## config.mk

```make
export PLATFORM = sky130hd
export DESIGN_NAME = uart_tx_one_module
export DESIGN_NICKNAME = d
export VERILOG_FILES = /design/src/rtl/uart_tx_one_module.sv
export SDC_FILE = /design/constraint.sdc
export NUM_CORES = 1
export LEC_CHECK = 0
export BUFFER_PORTS_ARGS = -buffer_cell sky130_fd_sc_hd__buf_2
export CAP_MARGIN = 20
export CORE_MARGIN = 4
export CORE_UTILIZATION = 56
export CTS_CLUSTER_SIZE = 28
export DETAILED_ROUTE_END_ITERATION = 10
export PLACE_DENSITY = 0.78
export SKIP_LAST_GASP = 1
export SYNTH_ARGS = -nofsm -noshare
export SYNTH_HDL_FRONTEND = slang
export SYNTH_SLANG_ARGS = --single-unit
```

## constraint.sdc

```tcl
create_clock -name clk -period 2.5 [get_ports clk]
set_input_delay 0.25 -clock clk [delete_from_list [all_inputs] [get_ports clk]]
set_output_delay 0.25 -clock clk [all_outputs]
set_load 0.005 [all_outputs]
```

## src/rtl/uart_tx_one_module.sv

```systemverilog
// UART transmitter: serialises one byte as start(0), 8 data bits LSB first, stop(1).
// Each bit is held for CLKS_PER_BIT clocks. busy/done mirror the matching receiver.
module uart_tx_one_module #(
  parameter int CLKS_PER_BIT = 3
) (
  input  logic       clk,
  input  logic       rst,
  input  logic       soft_rst,
  input  logic       tx_start,
  input  logic [7:0] tx_data_in,
  output logic       tx_data_out,
  output logic       tx_busy,
  output logic       tx_done
);

  localparam int CW = (CLKS_PER_BIT > 1) ? $clog2(CLKS_PER_BIT) : 1;
  localparam logic [CW-1:0] CNT_LAST = CW'(CLKS_PER_BIT - 1);

  typedef enum logic [1:0] {IDLE, START, DATA, STOP} state_t;

  state_t        state;
  logic [CW-1:0] clk_cnt;
  logic [2:0]    bit_cnt;
  logic [7:0]    shift_reg;
  logic          bit_end;

  // With CLKS_PER_BIT=1 the counter stays at 0 and every cycle ends a bit.
  assign bit_end = (clk_cnt == CNT_LAST);

  always_ff @(posedge clk or negedge rst) begin
    if (!rst) begin
      state       <= IDLE;
      tx_data_out <= 1'b1;
      tx_busy     <= 1'b0;
      tx_done     <= 1'b0;
      clk_cnt     <= '0;
      bit_cnt     <= '0;
      shift_reg   <= '0;
    end else if (soft_rst) begin
      state       <= IDLE;
      tx_data_out <= 1'b1;
      tx_busy     <= 1'b0;
      tx_done     <= 1'b0;
      clk_cnt     <= '0;
      bit_cnt     <= '0;
      shift_reg   <= '0;
    end else begin
      tx_done <= 1'b0;
      case (state)
        IDLE: begin
          tx_data_out <= 1'b1;
          tx_busy     <= 1'b0;
          if (tx_start) begin
            shift_reg   <= tx_data_in;
            state       <= START;
            tx_data_out <= 1'b0;
            tx_busy     <= 1'b1;
            clk_cnt     <= '0;
            bit_cnt     <= '0;
          end
        end
        START: begin
          if (bit_end) begin
            clk_cnt     <= '0;
            state       <= DATA;
            tx_data_out <= shift_reg[0];
          end else begin
            clk_cnt <= clk_cnt + 1'b1;
          end
        end
        DATA: begin
          if (bit_end) begin
            clk_cnt <= '0;
            if (bit_cnt == 3'd7) begin
              state       <= STOP;
              tx_data_out <= 1'b1;
            end else begin
              // Drive the next bit straight from the pre-shift register.
              shift_reg   <= shift_reg >> 1;
              bit_cnt     <= bit_cnt + 3'd1;
              tx_data_out <= shift_reg[1];
            end
          end else begin
            clk_cnt <= clk_cnt + 1'b1;
          end
        end
        STOP: begin
          if (bit_end) begin
            clk_cnt <= '0;
            state   <= IDLE;
            tx_busy <= 1'b0;
            tx_done <= 1'b1;
          end else begin
            clk_cnt <= clk_cnt + 1'b1;
          end
        end
        default: begin
          state       <= IDLE;
          tx_data_out <= 1'b1;
          tx_busy     <= 1'b0;
        end
      endcase
    end
  end

endmodule

```

==> impl_metrics.ini <==
[outcome]
outcome = completed

[cells_and_area]
mostFrequentLayoutCell = nand2_1
final_cell_mix = nand2_1 (18), dfrtp_1 (17), buf_2 (14), mux2i_1 (9), mux2_2 (8)
final_util_pct = 64.8
drive_above_1_share_pct = 27.1
nets = 148
antennaDiodeCount = 0
syn2layout_area_growth_pct = 10.8
largest_reg_flops = 8

[logic_synthesis]
synth_area_leaders = dfrtp_1 (37%), mux2i_1 (7.9%), mux2_2 (7.9%)
synth-main-ff-cell = dfrtp_1
ys_ff_latch = 18
synth_edf_count = 0
yosysWarningCount = 0
yosys.area.top_type = dfrtp_1
synth-seq-area-share_pct = 39.8
async_flop_share_pct = 100
syn_nets = 133
ys_types = 35
synth_area_um2 = 1130
netlist.area_leader.share_pct = 37.5
syn_inst = 115
synth.avg_cell_area_um2 = 9.87

[floorplanning]
start_util_pct = 58.4
die_w_um = 53.0
pin_count = 15
dieArea_um2 = 2810
rows = 16
coreArea_um2 = 1940
die_h_um = 53.0

[worst_setup_path]
critical_path_required_ns = 2.72
critPathKind = reg2reg
path_buf_inv = 2
worstSetupEndpointType = flip-flop
path_cells = inv_1 > ha_1 > nor2b_1 > a2111o_1 > buf_4 > mux2i_1
critical-path-top-delay-family = flip-flops
cp-start-kind = flip-flop
cp.arrival_ns = 2.35
critPathSlowestCell = dfrtp_1
critPathMaxStageDelay_ns = 0.49
cp_max_fo = 9

[grt]
antenna_found_initial = 0
grt_usage_pct = 19.7
grt_overflow = 0
grt_pass1_vias = 885
grt_pass1_wl_mm = 4.08
grt_max_degree = 19

[clock_tree]
cts-resized-gates = 0
cts_root_buffer = clkbuf_4
clock_path_buffers = 2
cts_made_buffers = 3
clock_sinks = 18
h-tree-depth = 1
cts_tree = yes
path_clk_slew_ns = 0.12
clk_latency_ns = 0.30

[timing]
clock_skew_ns = 0.0116
tns_ns = 0
fmax_mhz = 468
period_needed_ns = 2.14
period_share_pct = 85.5
fin_hold_ws_ns = 0.262
fin_ws_ns = 0.364
hold_violations = 0
finalSetupViolations = 0
worstMarginPinSlew_ns = 0.513
slew_headroom_pct = 65.7
rsz0062_at_grt = false
maxSlewViolCount = 0

[route]
vias = 909
post-route-drc-count = 0
drt_iter0_markers = 13
viasPerCell = 5.83
routed_wirelength_mm = 2.23
ant_nets = 0
wl_per_cell_um = 14.3
drtPass1Iterations = 4

[pwr]
fin_total_pwr_mw = 1.21
combPwrFrac_pct = 47.8
power_density_nw_per_um2 = 961
swShare_pct = 37.6
p_seq_share_pct = 37.0
leakage_nw = 0.594
worst_ir_drop_vdd_mv = 0.668
switchingPower_mw = 0.455
internal_power_mw = 0.754
clkPwrFrac_pct = 15.2

[placed_design]
place_congestion = 0.879
hpwl_mm = 1.52
io_buffers = 14
pre_cts_slack_ns = 0.441

[run]
cap_violations = 0

[min_path]
min_path_type = in2reg
==> cells by family after synthesis <==
logic type | synth area share (%)
and+or+nand+nor | 22.8
AOI/OAI and AO/OA | 10.1
buffers and inverters | 4.74
muxes | 15.9
adders and majority gates | 6.62
DFF | 39.8
==> worst reg2reg max path, cell delays in order (launching register included) <==
cell	delay, ns
dfrtp_1	0.49
inv_1	0.20
ha_1	0.30
nor2b_1	0.48
a2111o_1	0.19
buf_4	0.18
mux2i_1	0.21
==> cell usage after synthesis, types with 2 or more instances <==
cell,instances
nor3_1,2
nor3b_1,3
nand2b_1,2
buf_6,2
and4b_2,2
inv_1,2
or2_2,2
a21oi_1,3
a31oi_1,3
nand4_1,3
dfrtp_1,17
nor2b_1,2
o31ai_1,3
nand3_1,4
mux2_2,8
clkbuf_1,4
mux2i_1,9
nor2_1,5
ha_1,6
nand2_1,18
==> timing repair <==
| action | 4_1_cts | 5_1_grt |
|---|---|---|
| endpoints found under the hold margin | 17 | 0 |
| setup buffers | 0 | 0 |
| hold buffers | 1 | 0 |
==> final timing paths <==
| check | start | endpoint | slack [ns] | depth (start not counted) |
|---|---|---|---|---|
| max | state[0] | shift_reg[5] | 0.36 | 6 |
| min | soft_rst | clk_cnt[0] | 0.26 | 2 |
| max reg2reg | state[0] | shift_reg[5] | 0.36 | 6 |
| min reg2reg | shift_reg[0] | shift_reg[0] | 0.54 | 2 |
| max in group asynchronous | rst | tx_data_out | 1.79 | 2 |
| min in group asynchronous | rst | clk_cnt[0] | 0.39 | 2 |
==> cell type report <==
class,count,area (um^2)
fillers,163,684
multi-input cells,87,629
flip-flops and latches,18,452
repair buffers,17,95.1
clock buffers,4,36.3
well taps,27,33.8
inverters,3,11.3
==> stage by stage <==
step           std cells  cell area, um^2
2_1_floorplan        115             1130
3_3_place_gp         151             1210
3_5_place_dp         151             1210
4_1_cts              156             1260
5_1_grt              156             1260
6_report             156             1260
==> power by group through the flow <==
stage	logic, mW	registers [mW]	clock network [mW]
3_5_place_dp	0.569	0.451	0
5_1_grt	0.638	0.462	0.201
4_1_cts	0.582	0.445	0.186
3_3_place_gp	0.555	0.447	0
2_1_floorplan	0.478	0.436	0
6_report	0.578	0.447	0.184
==> metal layers <==
layer / vias to the layer above / share of wire [%] / track usage [%]
met5: - / 0 / 0
met4: 0 / 1.2 / 5.11
met3: 4 / 4.3 / 3.38
met2: 23 / 50 / 30.8
met1: 440 / 44 / 27.9
li1: 442 / - / -
(Power assumes the default switching activity.)
